===== src/rtl/logic_pipe_pkg.sv =====
// rtl/logic_pipe_pkg.sv - shared types, level width and per-bit combine function for logic_pipe
package logic_pipe_pkg;

  typedef enum logic [1:0] {
    MODE_LEGACY = 2'd0,
    MODE_AND    = 2'd1,
    MODE_OR     = 2'd2,
    MODE_XORH   = 2'd3
  } mode_e;

  localparam int FIFO_DEPTH_DEFAULT = 4;
  localparam int LEVEL_W_DEFAULT    = $clog2(FIFO_DEPTH_DEFAULT) + 1;

  // Occupancy needs one extra bit so that "full" (== depth) is representable.
  function automatic int level_width(input int depth);
    return $clog2(depth) + 1;
  endfunction

  // Operates on one bit; lanes are purely bitwise so the top applies it per bit.
  function automatic logic lane_combine(input mode_e m, input logic a, input logic b,
                                        input logic d);
    logic r;
    case (m)
      MODE_AND:  r = a & b;
      MODE_OR:   r = a | b;
      MODE_XORH: r = b ^ d;
      default:   r = (a & b) | (b ^ d);
    endcase
    return r;
  endfunction

endpackage


===== src/rtl/logic_pipe_if.sv =====
// rtl/logic_pipe_if.sv - input/output handshake bundle of logic_pipe; out_par present with PARITY_EN
interface logic_pipe_if
  import logic_pipe_pkg::*;
#(
  parameter int WIDTH   = 8,
  parameter int LANES   = 2,
  parameter int LEVEL_W = LEVEL_W_DEFAULT
);
  logic                     in_valid;
  logic                     in_ready;
  logic [1:0]               mode;
  logic [LANES*WIDTH-1:0]   pi1;
  logic [LANES*WIDTH-1:0]   pi2;
  logic                     out_valid;
  logic                     out_ready;
  logic [LANES*WIDTH-1:0]   po1;
  logic [LANES*WIDTH-1:0]   po2;
  logic [LANES*WIDTH-1:0]   po2_n;
  logic [LEVEL_W-1:0]       level;
`ifdef PARITY_EN
  logic [LANES-1:0]         out_par;
`endif

  modport master (
    output in_valid, mode, pi1, pi2, out_ready,
    input  in_ready, out_valid, po1, po2, po2_n, level
`ifdef PARITY_EN
    , input out_par
`endif
  );

  modport slave (
    input  in_valid, mode, pi1, pi2, out_ready,
    output in_ready, out_valid, po1, po2, po2_n, level
`ifdef PARITY_EN
    , output out_par
`endif
  );
endinterface


===== src/rtl/logic_pipe_fifo.sv =====
// rtl/logic_pipe_fifo.sv - synchronous FIFO with registered head output and occupancy count
module logic_pipe_fifo #(
  parameter int DW    = 8,
  parameter int DEPTH = 4,
  parameter int LW    = $clog2(DEPTH) + 1
) (
  input  logic          sys_clk,
  input  logic          sys_rstb,
  input  logic          push_i,
  input  logic [DW-1:0] push_data_i,
  input  logic          pop_i,
  output logic [DW-1:0] head_o,
  output logic          full_o,
  output logic          empty_o,
  output logic [LW-1:0] level_o
);
  localparam int AW = $clog2(DEPTH);

  logic [DW-1:0] mem_q [DEPTH];
  logic [AW-1:0] wr_ptr_q, wr_ptr_d, rd_ptr_q, rd_ptr_d;
  logic [LW-1:0] level_q, level_d;
  logic [DW-1:0] head_q, head_d;
  logic          do_push, do_pop;

  assign full_o  = (level_q == LW'(DEPTH));
  assign empty_o = (level_q == '0);
  assign do_push = push_i && !full_o;
  assign do_pop  = pop_i && !empty_o;
  assign head_o  = head_q;
  assign level_o = level_q;

  // Next pointers/level; head register is preloaded so the head is a flop, and holds when empty.
  always_comb begin
    wr_ptr_d = wr_ptr_q + AW'(do_push);
    rd_ptr_d = rd_ptr_q + AW'(do_pop);
    level_d  = level_q + LW'(do_push) - LW'(do_pop);
    head_d   = head_q;
    if (level_d != '0) begin
      if (do_push && (wr_ptr_q == rd_ptr_d)) head_d = push_data_i;
      else                                   head_d = mem_q[rd_ptr_d];
    end
  end

  // Control state; reset discards every buffered entry at once.
  always_ff @(posedge sys_clk) begin
    if (!sys_rstb) begin
      wr_ptr_q <= '0;
      rd_ptr_q <= '0;
      level_q  <= '0;
      head_q   <= '0;
    end else begin
      wr_ptr_q <= wr_ptr_d;
      rd_ptr_q <= rd_ptr_d;
      level_q  <= level_d;
      head_q   <= head_d;
    end
  end

  // Storage array; contents are only read once written, so no reset needed.
  always_ff @(posedge sys_clk) begin
    if (do_push) mem_q[wr_ptr_q] <= push_data_i;
  end
endmodule


===== src/rtl/logic_pipe.sv =====
// rtl/logic_pipe.sv - handshaked per-lane boolean combine stage with output FIFO; option PARITY_EN adds out_par
module logic_pipe
  import logic_pipe_pkg::*;
#(
  parameter int WIDTH      = 8,
  parameter int LANES      = 2,
  parameter int FIFO_DEPTH = 4
) (
  input  logic          sys_clk,
  input  logic          sys_rstb,
  logic_pipe_if.slave   bus
);
  localparam int N  = LANES * WIDTH;
  localparam int LW = level_width(FIFO_DEPTH);
`ifdef PARITY_EN
  localparam int DW = 2 * N + LANES;
`else
  localparam int DW = 2 * N;
`endif

  logic [N-1:0]  hist_q, hist_d, last_res_q, last_res_d, res;
  logic [DW-1:0] push_data, head;
  logic          accept, full, empty;

  // No ready-through: a pop in the same cycle never frees a slot for a push while full.
  assign bus.in_ready = !full;
  assign accept       = bus.in_valid && !full;

  // Combine each bit with its lane's history bit; bitwise, so lanes never interact.
  always_comb begin
    res = '0;
    for (int j = 0; j < N; j++) begin
      res[j] = lane_combine(mode_e'(bus.mode), bus.pi1[j], bus.pi2[j], hist_q[j]);
    end
  end

`ifdef PARITY_EN
  logic [LANES-1:0] par;
  // Lane parity is computed at accept time and travels with the entry.
  always_comb begin
    par = '0;
    for (int l = 0; l < LANES; l++) par[l] = ^res[l*WIDTH +: WIDTH];
  end
  assign push_data   = {par, res, last_res_q};
  assign bus.out_par = head[DW-1 -: LANES];
`else
  assign push_data = {res, last_res_q};
`endif

  // History and previous result advance only on an accepted beat.
  always_comb begin
    hist_d     = accept ? bus.pi1 : hist_q;
    last_res_d = accept ? res     : last_res_q;
  end

  // History registers.
  always_ff @(posedge sys_clk) begin
    if (!sys_rstb) begin
      hist_q     <= '0;
      last_res_q <= '0;
    end else begin
      hist_q     <= hist_d;
      last_res_q <= last_res_d;
    end
  end

  logic_pipe_fifo #(.DW(DW), .DEPTH(FIFO_DEPTH), .LW(LW)) u_fifo (
    .sys_clk     (sys_clk),
    .sys_rstb    (sys_rstb),
    .push_i      (accept),
    .push_data_i (push_data),
    .pop_i       (bus.out_ready),
    .head_o      (head),
    .full_o      (full),
    .empty_o     (empty),
    .level_o     (bus.level)
  );

  assign bus.out_valid = !empty;
  assign bus.po1       = head[2*N-1:N];
  assign bus.po2       = head[N-1:0];
  assign bus.po2_n     = ~head[N-1:0];

  // Producer must hold the beat steady while it is stalled.
  assert property (@(posedge sys_clk) disable iff (!sys_rstb)
    (bus.in_valid && !bus.in_ready) |=> (!bus.in_valid || $stable({bus.mode, bus.pi1, bus.pi2})));
endmodule


===== src/flat_wrapper.sv =====
// flat-port wrapper written by rule: the top's interface ports become plain ports
module logic_pipe_flat import logic_pipe_pkg::*;
#(
  parameter int WIDTH      = 8,
  parameter int LANES      = 2,
  parameter int FIFO_DEPTH = 4
)
  (sys_clk, sys_rstb, bus_in_valid, bus_mode, bus_pi1, bus_pi2, bus_out_ready, bus_in_ready, bus_out_valid, bus_po1, bus_po2, bus_po2_n, bus_level);
  logic_pipe_if #(.WIDTH(WIDTH), .LANES(LANES), .LEVEL_W(3)) bus_i ();
  input  logic sys_clk;
  input  logic sys_rstb;
  input wire logic [$bits(bus_i.in_valid)-1:0] bus_in_valid;
  input wire logic [$bits(bus_i.mode)-1:0] bus_mode;
  input wire logic [$bits(bus_i.pi1)-1:0] bus_pi1;
  input wire logic [$bits(bus_i.pi2)-1:0] bus_pi2;
  input wire logic [$bits(bus_i.out_ready)-1:0] bus_out_ready;
  output wire logic [$bits(bus_i.in_ready)-1:0] bus_in_ready;
  output wire logic [$bits(bus_i.out_valid)-1:0] bus_out_valid;
  output wire logic [$bits(bus_i.po1)-1:0] bus_po1;
  output wire logic [$bits(bus_i.po2)-1:0] bus_po2;
  output wire logic [$bits(bus_i.po2_n)-1:0] bus_po2_n;
  output wire logic [$bits(bus_i.level)-1:0] bus_level;
  assign bus_i.in_valid = bus_in_valid;
  assign bus_i.mode = bus_mode;
  assign bus_i.pi1 = bus_pi1;
  assign bus_i.pi2 = bus_pi2;
  assign bus_i.out_ready = bus_out_ready;
  assign bus_in_ready = bus_i.in_ready;
  assign bus_out_valid = bus_i.out_valid;
  assign bus_po1 = bus_i.po1;
  assign bus_po2 = bus_i.po2;
  assign bus_po2_n = bus_i.po2_n;
  assign bus_level = bus_i.level;
  logic_pipe #(.WIDTH(WIDTH), .LANES(LANES), .FIFO_DEPTH(FIFO_DEPTH)) u_core (.sys_clk(sys_clk), .sys_rstb(sys_rstb), .bus(bus_i));
endmodule

===== config.mk =====
export PLATFORM = sky130hd
export DESIGN_NAME = logic_pipe_flat
export DESIGN_NICKNAME = d
export VERILOG_FILES = /design/src/rtl/logic_pipe_pkg.sv /design/src/rtl/logic_pipe_if.sv /design/src/rtl/logic_pipe_fifo.sv /design/src/rtl/logic_pipe.sv /design/src/flat_wrapper.sv
export SDC_FILE = /design/constraint.sdc
export NUM_CORES = 1
export LEC_CHECK = 0
export BUFFER_PORTS_ARGS = -buffer_cell sky130_fd_sc_hd__clkbuf_2
export CAP_MARGIN = 15
export CORE_ASPECT_RATIO = 0.6
export CORE_MARGIN = 2
export CORE_UTILIZATION = 30
export CTS_BUF_LIST = sky130_fd_sc_hd__clkbuf_16
export DETAILED_ROUTE_END_ITERATION = 8
export GPL_TIMING_DRIVEN = 0
export SYNTH_ARGS = -nofsm -noshare
export SYNTH_HDL_FRONTEND = slang
export SYNTH_SLANG_ARGS = --single-unit

===== constraint.sdc =====
create_clock -name sys_clk -period 4.2 [get_ports sys_clk]
set_clock_uncertainty 0.15 [all_clocks]
set_input_delay 0 -clock sys_clk [delete_from_list [all_inputs] [get_ports sys_clk]]
set_output_delay 0 -clock sys_clk [all_outputs]
set_load 0.1 [all_outputs]

# Word level (Yosys, flattened, before mapping)

Memories as Yosys holds them, arrays and structs flattened. A register that Yosys moved wholly into a read port is not among the register bits.
Cells that the tools add are included.

$add $sub $neg: 4
Muxes and demuxes: 18
Equality and inequality tests: 4
Reduce and logical (&&, ||, !) cells: 8
Bitwise gates (word level): 65

Operators by type and width:

| operator                                             | count |
|---|---|
| one-hot mux 1 bit (3 select lines)                   | 16 |
| bitwise OR 1 bit                                     | 32 |
| bitwise AND 1 bit                                    | 16 |
| NOT 16 bit                                           | 1 |
| bitwise XOR 1 bit                                    | 16 |
| adder 2 x 1 -> 2 bit                                 | 2 |
| equality test 2 bit (second input constant)          | 2 |
| adder 3 x 1 -> 3 bit                                 | 1 |
| equality test 3 bit (second input constant)          | 1 |
| logical AND 1 bit                                    | 3 |
| logical NOT 1 bit                                    | 3 |
| logical NOT 3 bit                                    | 1 |
| nonzero test 3 bit                                   | 1 |
| subtractor 3 x 1 -> 3 bit                            | 1 |
| equality test 2 x 1 -> 1 bit (second input constant) | 1 |
| 2-to-1 mux 1 bit                                     | 2 |

Memories kept: 1
Output and inout bits: 53
Input port bits: 38
Bits in registers: 39
Bits in writable memories: 128
Word-level logic and storage cells: 105

Memory list:

| memory              | depth | width | rd ports | clocked after Yosys merged registers in | wr ports | RTL line              | text |
|---|---|---|---|---|---|---|---|
| u_core.u_fifo.mem_q | 4     | 32    | 1        | 1                                       | 1        | logic_pipe_fifo.sv:19 | `logic [DW-1:0] mem_q [DEPTH];` |

# Depth between registers and ports, before layout

Gate-level depths: netlist of run 1.

Word-level depth: 7
Gate-level depth with buffers: 16
Gate-level depth less buffers: 12

# By module

A second synthesis of run 1 with hierarchy kept.

Cells, all modules: 673
Area, all modules: 8755.9 µm²

By module, submodules not included:

| module          | cells an instance | area each (µm²) | sequential area each (µm²) | instances |
|---|---|---|---|---|
| logic_pipe_fifo | 455               | 6922.9          | 4624.4                     | 1 |
| logic_pipe      | 218               | 1833.0          | 640.6                      | 1 |

# Worst setup path after synthesis of run 1

OpenSTA, ideal clock, no wires.

Kind: reg-to-reg
From: reg u_core.u_fifo.level_q[1] (netlist: u_core.u_fifo.level_o[1])
To: mem u_core.u_fifo.mem_q[0][0] in the netlist's numbering, enable pin
Stages on the path, launching flop included: 7
Library setup time: 0.461 ns
Data required time: 3.589 ns
Period minus slack after synthesis: 5.204 ns
Arrival time: 4.593 ns
Path buffers: 2
Setup slack: -1.004 ns
Cell sequence: dfxtp_1 -> nor3b_1 -> inv_1 -> nand2_1 -> buf_2 -> buf_2 -> nor3_1

Cells in the longest elaborated chain, start to end: 6

Ends and longest elaborated chain:

| item                                       | RTL line              | text |
|---|---|---|
| start, declared                            | logic_pipe_fifo.sv:21 | `logic [LW-1:0] level_q, level_d;` |
| start signal, assigned                     | logic_pipe_fifo.sv:54 | `level_q <= level_d;` |
| equality test 3 bit (*)                    | logic_pipe_fifo.sv:25 | `assign full_o = (level_q == LW'(DEPTH));` |
| logical NOT 1 bit (*)                      | n/a                   |  |
| via bus_in_ready                           | flat_wrapper.sv:17    | `output wire logic [$bits(bus_i.in_ready)-1:0] bus_in_ready;` |
| logical AND 1 bit                          | logic_pipe.sv:27      | `assign accept = bus.in_valid && !full;` |
| logical AND 1 bit (*)                      | logic_pipe_fifo.sv:27 | `assign do_push = push_i && !full_o;` |
| 2-to-1 mux 1 bit (*)                       | logic_pipe_fifo.sv:61 | `if (do_push) mem_q[wr_ptr_q] <= push_data_i;` |
| 2-to-1 mux 1 bit (not written as such) (*) | logic_pipe_fifo.sv:61 |  |
| end, declared                              | logic_pipe_fifo.sv:19 |  |

The timed path passes the listed nets; every way through them passes the cells marked *.

# Worst setup path after layout of run 1

From: reg u_core.u_fifo.level_q[2] (netlist: u_core.u_fifo.level_o[2])
To: reg u_core.u_fifo.head_q[7] (netlist: u_core.u_fifo.head_o[7]), read port of u_core.u_fifo.mem_q

Cells in the longest elaborated chain, start to end: 7
Elaborated cells on any way between the ends: 11
Those cells by class: 3 x add/sub; 1 x eq/ne; 7 x reduce/logical

Ends and longest elaborated chain:

| item                      | RTL line                                | text |
|---|---|---|
| equality test 3 bit       | logic_pipe_fifo.sv:25                   |  |
| logical NOT 1 bit         | logic_pipe_fifo.sv:27, logic_pipe.sv:27 |  |
| logical AND 1 bit         | logic_pipe.sv:27                        |  |
| logical AND 1 bit         | logic_pipe_fifo.sv:27                   |  |
| adder 3 x 1 -> 3 bit      | logic_pipe_fifo.sv:36                   | `level_d = level_q + LW'(do_push) - LW'(do_pop);` |
| subtractor 3 x 1 -> 3 bit | logic_pipe_fifo.sv:36                   |  |
| nonzero test 3 bit        | logic_pipe_fifo.sv:38                   | `if (level_d != '0) begin` |
| end, declared             | logic_pipe_fifo.sv:22                   | `logic [DW-1:0] head_q, head_d;` |

Parallel ways exist; a longest one is shown, timed or not.
A chain may end at the register's enable or synchronous reset.

==> impl_metrics.yaml, run 1 <==
run_status:
  run_status: "finished clean"
finish:
  drive_gt1_frac: 0.216
  nFillCells: 2549
  area_growth_pct: 23.0
  antennaDiodeCount: 0
  fin_util: 0.380
  final_nets: 828
sta:
  period_share: 0.933
  setup_viol: 0
  rsz0062_at_grt: "no"
  tns_ns: 0
  timing.fmax_mhz: 255
  hold_viol: 0
  maxSlewHeadroom: 0.0610
  min_period_ns: 3.92
  max_slew.worst_pin.slew_ns: 1.41
  finalMaxSlewViolations: 0
  worst_slack_ns: 0.281
drt:
  wl_per_cell_um: 18.8
  via_per_inst: 4.97
  wirelength_um: 21800
  firstDrtPassIters: 8
  num_vias: 5758
  route.detailed.drc: 0
  drt_iter0_markers: 481
  ant_nets: 0
synthesis:
  synth-async-reset-ratio: 0
  synth_flop_cell: "edfxtp_1"
  synth_common_cells: "edfxtp_1, nand2_1, dfxtp_1"
  synth_top_family_by_area: "compound AO/OA/AOI/OAI gates"
  synth_top_cell_area_share: 0.466
  synth_enable_flop_cells: 128
  postSynthNetCount: 684
  yosysSeqAreaShare: 0.638
  ys_top_cells_by_area: "edfxtp_1, dfxtp_1, mux2i_1, nand2_1, o221ai_1"
  ys_warn_count: 0
  synthDistinctLibCells: 42
  postSynthCellCount: 641
  synthXorXnorAreaFrac: 0.00833
  ys_ff_latch: 199
  synth_area_leader_cell: "edfxtp_1"
  synth.most_common_cell: "edfxtp_1"
  synth-adder-area-share: 0.00849
  syn_area_per_cell_sq_um: 12.9
  synth_simple_gate_area_frac: 0.0689
  synthMuxAreaShare: 0.0806
  synth_compound_area_frac: 0.143
  netlist_area_sq_um: 8260
grt:
  grt_pass1_vias: 5551
  grt-ovfl-total: 0
  grt_util_all_layers: 0.156
  antenna_found_initial: 0
  grt_pass1_wl_um: 33300
  grt_max_degree: 20
pwr:
  p_per_area_nw_per_um2: 812
  power_leakage_nw: 3.96
  ir_drop_v: 0.000440
clocking:
  cts_max_path_buffers: 2
  htree_levels: 4
  clock-sinks: 199
  cts_buffers: 17
  insertion_delay_ns: 0.44
  root_buffer: "clkbuf_16"
  cts_setup_buffers: 0
  clk_pin_slew_ns: 0.08
  cts_tree: "yes"
placed_design:
  port_buffers: 89
  gp_congestion: 0.760
  hpwl_um: 15200
  dpl_worst_slack_ns: 0.202
worst_setup_path:
  reg2reg_to: "u_core.u_fifo.head_o[7]"
  end_kind: "flop"
  cp.arrival_ns: 4.09
  r2r-start: "u_core.u_fifo.level_o[2]"
  ff2ff_path_depth: 16
  rrSetupSlack_ns: 0.28
  worstPathRequired_ns: 4.37
  worstSetupStartpointType: "flop"
  crit_end: "u_core.u_fifo.head_o[7]"
  crit_path_start: "u_core.u_fifo.level_o[2]"
  criticalPathCategory: "reg -> reg"
  crit_fanout: 10
hold_path:
  hold_path_class: "in -> reg"
run:
  drv_cap: 0
floorplan:
  start_util: 0.309
  dieWidth_um: 218
  dieHeight_um: 133
  ios: 91
  die_area_sq_um: 28900
  core_area_sq_um: 26700
  num_rows: 46
routing by layer:
layer  GRT usage  share of wire  vias up
met2       0.218           0.42      221
met3      0.0423          0.084       27
met4      0.0495          0.014        0
met5           0              0        -
li1            -              -     2678
met1       0.231           0.48     2832
power breakdown:
group          internal, W  leakage (nW)  switching [W]  total (W)
clock network     0.000772         0.268       0.000759    0.00153
logic              0.00113          1.92        0.00290    0.00403
registers          0.00248          1.77       0.000207    0.00269
total              0.00439          3.96        0.00386    0.00825
final cells by class:
class | instances | area [sq um] | share of cell area
buffer | 48 | 239 | 0.0235
clock buffer | 17 | 425 | 0.0419
timing repair buffer | 125 | 873 | 0.0860
tap | 360 | 450 | 0.0444
multi-input combinational | 341 | 2580 | 0.254
clock inverter | 15 | 123 | 0.0121
inverter | 53 | 199 | 0.0196
sequential | 199 | 5270 | 0.519
worst max-delay path, stage by stage, from the launching register on:
cell and delay [ns]:
dfxtp_2 0.36, nor3b_1 0.30, inv_2 0.06, nand2_1 0.16, buf_2 0.27, buf_2 0.32
ha_1 0.17, inv_1 0.04, ha_1 0.19, fa_1 0.37, xor2_1 0.16, xnor2_1 0.13
or3_1 0.30, buf_2 0.21, clkbuf_2 0.26, o21ai_0 0.27, a31oi_1 0.08
cells by family after synthesis:
group | after synthesis
multiplexers | 55
AO/OA/AOI/OAI | 149
buffers and inverters | 101
adder cells (fa/ha/maj) | 5
AND/OR/NAND/NOR | 125
XOR/XNOR | 7
flip-flops | 199
flip-flops by register name (all words and copies together), names as in the netlist:
signal	count
u_core.u_fifo.wr_ptr_q	2
u_core.u_fifo.rd_ptr_q	2
u_core.hist_q	16
u_core.u_fifo.mem_q	128
u_core.last_res_q	16
u_core.u_fifo.head_o	32
u_core.u_fifo.level_o	3
what timing repair did:
item / CTS / global route
resized for setup: 0 / 4
hold buffers: 31 / 0
endpoints found under the hold margin: 83 / 0
endpoints found under the setup margin: 0 / 18
metrics by stage:
step                      hold WS (ns)  std cells  power [W]  cell area (sq um)
after global routing            0.0473       1158    0.00864              10200
final                           0.0321       1158    0.00825              10200
after CTS                       0.0176       1158    0.00827              10200
after global placement           0.115       1090    0.00665               9160
after detailed placement         0.124       1095    0.00671               9300
after floorplan               -0.00508        641    0.00574               8270
placed cells by master (no fill, tap or decap), drive strengths merged, types with 6 or more instances in the layout:
cell type,n
a222oi,15
o211a,15
dfxtp,71
o221ai,26
mux4,9
a21oi,6
mux2i,44
a21boi,16
clkinv,6
o22a,13
dlygate4sd3,31
clkbuf,131
edfxtp,128
o21a,6
buf,28
nor2b,16
inv,60
o21ai,24
nor2,12
a31oi,16
nand2,76
o221a,9
and2,9
how the worst min path moves through the flow:
stage,from,cells past startpoint,endpoint,slack (ns)
floorplan,bus_pi1[10],2,u_core.hist_q[10],-0.005
global placement,bus_pi1[13],3,u_core.hist_q[13],0.12
detailed placement,bus_pi1[11],3,u_core.hist_q[11],0.12
CTS,bus_in_valid,5,u_core.hist_q[5],0.02
global route,bus_in_valid,5,u_core.hist_q[6],0.05
finish,bus_in_valid,5,u_core.hist_q[5],0.03
No activity file was read; power rests on OpenSTA's default activity.
==> run 2, diff against run 1 <==
--- a/config.mk
+++ b/config.mk
@@ -7,12 +7,16 @@
 export LEC_CHECK = 0
 export BUFFER_PORTS_ARGS = -buffer_cell sky130_fd_sc_hd__clkbuf_2
 export CAP_MARGIN = 15
+export CELL_PAD_IN_SITES_DETAIL_PLACEMENT = 0
+export CELL_PAD_IN_SITES_GLOBAL_PLACEMENT = 2
 export CORE_ASPECT_RATIO = 0.6
 export CORE_MARGIN = 2
 export CORE_UTILIZATION = 30
 export CTS_BUF_LIST = sky130_fd_sc_hd__clkbuf_16
 export DETAILED_ROUTE_END_ITERATION = 8
 export GPL_TIMING_DRIVEN = 0
+export PLACE_DENSITY_LB_ADDON = 0.1
+export SKIP_LAST_GASP = 1
 export SYNTH_ARGS = -nofsm -noshare
 export SYNTH_HDL_FRONTEND = slang
 export SYNTH_SLANG_ARGS = --single-unit
==> impl_metrics.yaml, run 2 (synthesis gave the netlist of run 1 again) <==
finish:
  drive_gt1_frac: 0.211
  top_register: "u_core.u_fifo.mem_q"
  largest_reg_flops: 128
  antennaDiodeCount: 0
  final_common_cell: "edfxtp_1"
  final_nets: 828
  layout_common_cells: "edfxtp_1, clkbuf_2, nand2_1"
  area_growth_pct: 23.7
worst_setup_path:
  slowest_stage: "fa_1"
  critPathMaxStageDelay_ns: 0.38
  cp_cell_sequence: "nor3b_2, inv_2, nand2_1, buf_2, clkbuf_4, ha_1, inv_1, ha_1, fa_1, xor2_1, xnor2_1, or3_1, buf_2, clkbuf_2, o21ai_0, a31oi_1"
  end_kind: "flop"
  worstPathRequired_ns: 4.37
  worstSetupStartpointType: "flop"
  crit_fanout: 10
  cp.arrival_ns: 4.11
  criticalPathCategory: "reg -> reg"
drt:
  ant_nets: 0
  route.detailed.drc: 0
  wl_per_cell_um: 21.0
  drt_iter0_markers: 420
  firstDrtPassIters: 8
  num_vias: 5673
  wirelength_um: 24400
  via_per_inst: 4.90
sta:
  maxSlewHeadroom: 0.107
  timing.fmax_mhz: 254
  min_period_ns: 3.94
  setup_viol: 0
  hold_viol: 0
  finalMaxSlewViolations: 0
  fin_worst_hold_slack_ns: 0.0354
  rsz0062_at_grt: "no"
  max_slew.worst_pin.slew_ns: 1.34
  tns_ns: 0
  worst_slack_ns: 0.258
  period_share: 0.939
clocking:
  insertion_delay_ns: 0.44
  clock-sinks: 199
  htree_levels: 4
  cts_max_path_buffers: 2
  clk_pin_slew_ns: 0.07
  root_buffer: "clkbuf_16"
  cts_tree: "yes"
  cts_buffers: 17
grt:
  antenna_found_initial: 0
  grt_max_degree: 19
  grt-ovfl-total: 0
  grt_pass1_vias: 5646
  grt_pass1_wl_um: 36400
  grt_util_all_layers: 0.174
floorplan:
  core_area_sq_um: 26700
  num_rows: 46
  dieWidth_um: 218
  ios: 91
  dieHeight_um: 133
  start_util: 0.309
  die_area_sq_um: 28900
pwr:
  combPwrFrac: 0.487
  pwr-share-seq: 0.317
  power_leakage_nw: 3.99
  ir_drop_v: 0.000446
  p_sw_frac: 0.462
  p_per_area_nw_per_um2: 828
  switching_power_w: 0.00391
  clkPwrFrac: 0.196
  intPower_w: 0.00455
placed_design:
  port_buffers: 89
  gp_congestion: 0.762
  hpwl_um: 16900
  dpl_worst_slack_ns: -0.183
run:
  drv_cap: 0
hold_path:
  hold_path_class: "in -> reg"
run_status:
  run_status: "finished clean"
-- run 2: changes by cell type in the layout (fill, tap and decap cells not counted), sizes merged --
| cell | change |
|---|---|
| inv | -3 |
| bufinv | +3 |
| clkinv | +1 |
| clkbuf | +2 |
| buf | -2 |
| clkinvlp | -1 |
-- run 2: repair_timing --
action                                  CTS  global route
hold buffers                             31             0
resized for setup                         2             3
endpoints found under the hold margin    82             0
setup buffers                             0             0
endpoints found under the setup margin   20            32
pin swaps                                 0             0
-- run 2: final timing paths --
path	start	end	slack, ns	depth (start not counted)
worst max-delay path	u_core.u_fifo.level_o[1]	u_core.u_fifo.head_o[13]	0.26	16
worst min-delay path	bus_in_valid	u_core.hist_q[3]	0.04	5
worst max register to register	u_core.u_fifo.level_o[1]	u_core.u_fifo.head_o[13]	0.26	16
worst min register to register	u_core.hist_q[12]	u_core.hist_q[12]	0.33	2
-- run 2: critical path: cells and delay by family (launching register included) --
family	cells	cell delay [ns]
AOI/OAI and AO/OA	2	0.28
xor gates and xnor gates	2	0.29
adders and majority gates	3	0.71
buffers and inverters	6	1.21
DFF	1	0.35
and+or+nand+nor	3	0.80
-- run 2: routing by layer --
layer | share of wire | track usage
met1 | 0.52 | 0.261
met2 | 0.43 | 0.257
met3 | 0.045 | 0.0352
met4 | 0.012 | 0.0431
met5 | 0 | 0
-- run 2: final cells by class --
cell class / instances / area [sq um]
fill: 2573 / 16500
sequential: 199 / 5270
multi-input combinational: 341 / 2580
timing repair buffer: 125 / 881
tap: 360 / 450
clock buffer: 17 / 425
buffer: 48 / 244
inverter: 53 / 199
clock inverter: 15 / 164
-- run 2: metrics by stage --
step	util	total power (W)	instances	instance area, sq um
after detailed placement	0.348	0.00684	1095	9300
after CTS	0.382	0.00853	1158	10200
after global routing	0.382	0.00888	1158	10200
after global placement	0.343	0.00676	1090	9160
final	0.382	0.00846	1158	10200
after floorplan	-	0.00574	641	8270
-- run 2: power by group through the flow --
| stage | clock network (W) | registers (W) | logic, W |
|---|---|---|---|
| floorplan | 0 | 0.00355 | 0.00219 |
| global placement | 0 | 0.00271 | 0.00405 |
| detailed placement | 0 | 0.00272 | 0.00411 |
| CTS | 0.00170 | 0.00268 | 0.00415 |
| global route | 0.00177 | 0.00272 | 0.00439 |
| finish | 0.00166 | 0.00268 | 0.00412 |
==> run 3, diff against run 2 <==
--- a/config.mk
+++ b/config.mk
@@ -11,7 +11,7 @@
 export CELL_PAD_IN_SITES_GLOBAL_PLACEMENT = 2
 export CORE_ASPECT_RATIO = 0.6
 export CORE_MARGIN = 2
-export CORE_UTILIZATION = 30
+export CORE_UTILIZATION = 40
 export CTS_BUF_LIST = sky130_fd_sc_hd__clkbuf_16
 export DETAILED_ROUTE_END_ITERATION = 8
 export GPL_TIMING_DRIVEN = 0
@@ -20,3 +20,4 @@
 export SYNTH_ARGS = -nofsm -noshare
 export SYNTH_HDL_FRONTEND = slang
 export SYNTH_SLANG_ARGS = --single-unit
+export TNS_END_PERCENT = 50
==> impl_metrics.yaml, run 3 (synthesis gave the netlist of run 1 again) <==
worst_setup_path:
  cp.depth: 16
  ff2ff_path_depth: 16
  end_kind: "flop"
  worstSetupStartpointType: "flop"
  critPathMostFrequentCell: "buf_2"
  rrSetupSlack_ns: 0.17
  criticalPathCategory: "reg -> reg"
  cp.arrival_ns: 4.19
  r2r-start: "u_core.u_fifo.level_o[1]"
  crit_path_start: "u_core.u_fifo.level_o[1]"
  slowest_stage: "fa_1"
  cp_num_buf_inv: 6
  critPathMaxStageDelay_ns: 0.38
  cp_cell_sequence: "nor3b_2, inv_2, nand2_1, buf_2, buf_2, ha_1, inv_1, ha_1, fa_1, xor2_1, xnor2_1, or3_1, buf_2, clkbuf_2, o21ai_0, a31oi_1"
  reg2reg_to: "u_core.u_fifo.head_o[13]"
  cp_top_family: "buffers and inverters"
  worstPathRequired_ns: 4.37
  crit_fanout: 10
sta:
  hold_viol: 0
  maxSlewHeadroom: 0.205
  period_share: 0.958
  finalMaxSlewViolations: 0
  min_period_ns: 4.03
  timing.fmax_mhz: 248
  setup_viol: 0
  max_slew.worst_pin.slew_ns: 1.19
  fin_worst_hold_slack_ns: 0.0145
finish:
  nFillCells: 1789
  final_nets: 828
  area_growth_pct: 22.0
  drive_gt1_frac: 0.214
  antennaDiodeCount: 0
  largest_reg_flops: 128
  final_area_sq_um: 10100
  top_register: "u_core.u_fifo.mem_q"
  layout_common_cells: "edfxtp_1, clkbuf_2, nand2_1"
  final_common_cell: "edfxtp_1"
pwr:
  clkPwrFrac: 0.192
  ir_drop_v: 0.000512
  intPower_w: 0.00449
  switching_power_w: 0.00386
  pwr-share-seq: 0.320
  p_per_area_nw_per_um2: 829
  power_leakage_nw: 3.98
  p_sw_frac: 0.462
  combPwrFrac: 0.487
grt:
  grt_pass1_vias: 5513
  grt_util_all_layers: 0.217
  grt_max_degree: 26
  grt_pass1_wl_um: 34300
  grt-ovfl-total: 0
  antenna_found_initial: 0
hold_path:
  hold_start: "bus_in_valid"
  holdPathEnd: "u_core.hist_q[5]"
  whs_path_depth: 5
  hold_path_class: "in -> reg"
clocking:
  cts_max_path_buffers: 2
  cts_buffers: 17
  clk_pin_slew_ns: 0.07
  htree_levels: 4
  cts_setup_buffers: 0
  clock-sinks: 199
  root_buffer: "clkbuf_16"
  cts_tree: "yes"
  insertion_delay_ns: 0.45
drt:
  wl_per_cell_um: 21.2
  ant_nets: 0
  via_per_inst: 5.34
  drt_iter0_markers: 587
  wirelength_um: 22700
  route.detailed.drc: 0
  firstDrtPassIters: 5
  num_vias: 5715
run:
  drv_cap: 0
placed_design:
  gp_congestion: 0.808
  port_buffers: 89
  placed_area_sq_um: 9190
  hpwl_um: 15400
floorplan:
  num_rows: 40
  dieWidth_um: 189
  dieHeight_um: 115
  core_area_sq_um: 20100
  start_util: 0.410
  die_area_sq_um: 21800
  ios: 91
run_status:
  run_status: "finished clean"
[run 3: changes by cell type in the layout (fill, tap and decap cells not counted), sizes merged]
cell | previous run | this run
buf | 26 | 28
bufinv | 3 | 2
clkbuf | 133 | 131
clkinv | 7 | 8
[run 3: worst max-delay path by stage]
stage	to	slack, ns
after floorplan	u_core.u_fifo.head_o[0]	0.22
after global placement	u_core.u_fifo.mem_q[2][10]	-0.44
after detailed placement	u_core.u_fifo.head_o[13]	-0.06
after CTS	u_core.u_fifo.head_o[19]	-0.04
after global routing	u_core.u_fifo.head_o[13]	-0.01
final	u_core.u_fifo.head_o[13]	0.17
[run 3: worst reg2reg max path: cells and delay by family, from the launching register on]
family | cells | cell delay [ns]
flops | 1 | 0.35
fa+ha+maj | 3 | 0.74
compound gates | 2 | 0.34
buf+inv | 6 | 1.26
simple gates | 3 | 0.78
xor+xnor | 2 | 0.29
[run 3: final cells by class]
class | instances | area (sq um) | share of cell area
well taps | 273 | 342 | 0.0339
flip-flops and latches | 199 | 5270 | 0.523
repair buffers | 125 | 878 | 0.0872
clock inverters | 15 | 136 | 0.0135
multi-input cells | 341 | 2580 | 0.256
plain buffers | 48 | 239 | 0.0237
clock buffers | 17 | 425 | 0.0422
inverters | 53 | 199 | 0.0198
[run 3: power by group through the flow]
stage	clock network (W)	logic, W	registers [W]
global route	0.00172	0.00430	0.00271
detailed placement	0	0.00404	0.00272
CTS	0.00163	0.00408	0.00267
finish	0.00161	0.00407	0.00267
global placement	0	0.00395	0.00271
floorplan	0	0.00219	0.00355
[run 3: stage by stage]
stage	instances	setup WS, ns	setup TNS (ns)	util	power [W]
after floorplan	641	0.216	0	-	0.00574
after global placement	1003	-0.445	-14.58	0.450	0.00666
after detailed placement	1008	-0.0618	-0.258	0.457	0.00676
after CTS	1071	-0.0366	-0.0366	0.500	0.00838
after global routing	1071	-0.0107	-0.0107	0.501	0.00873
final	1071	0.175	0	0.501	0.00835
[run 3: metal layers]
layer  up-vias  global-route usage  wire, um
met2       153               0.317      9650
li1       2675                   -         -
met5         -                   0         0
met3        20              0.0424      1180
met4         0              0.0568       222
met1      2867               0.330     11600
[run 3: repair_timing]
item                       4_1_cts  5_1_grt
hold buffers                    31        0
hold endpoints to repair        83        0
gates resized for setup          1        3
pin swaps                        0        0
setup endpoints to repair       11       24
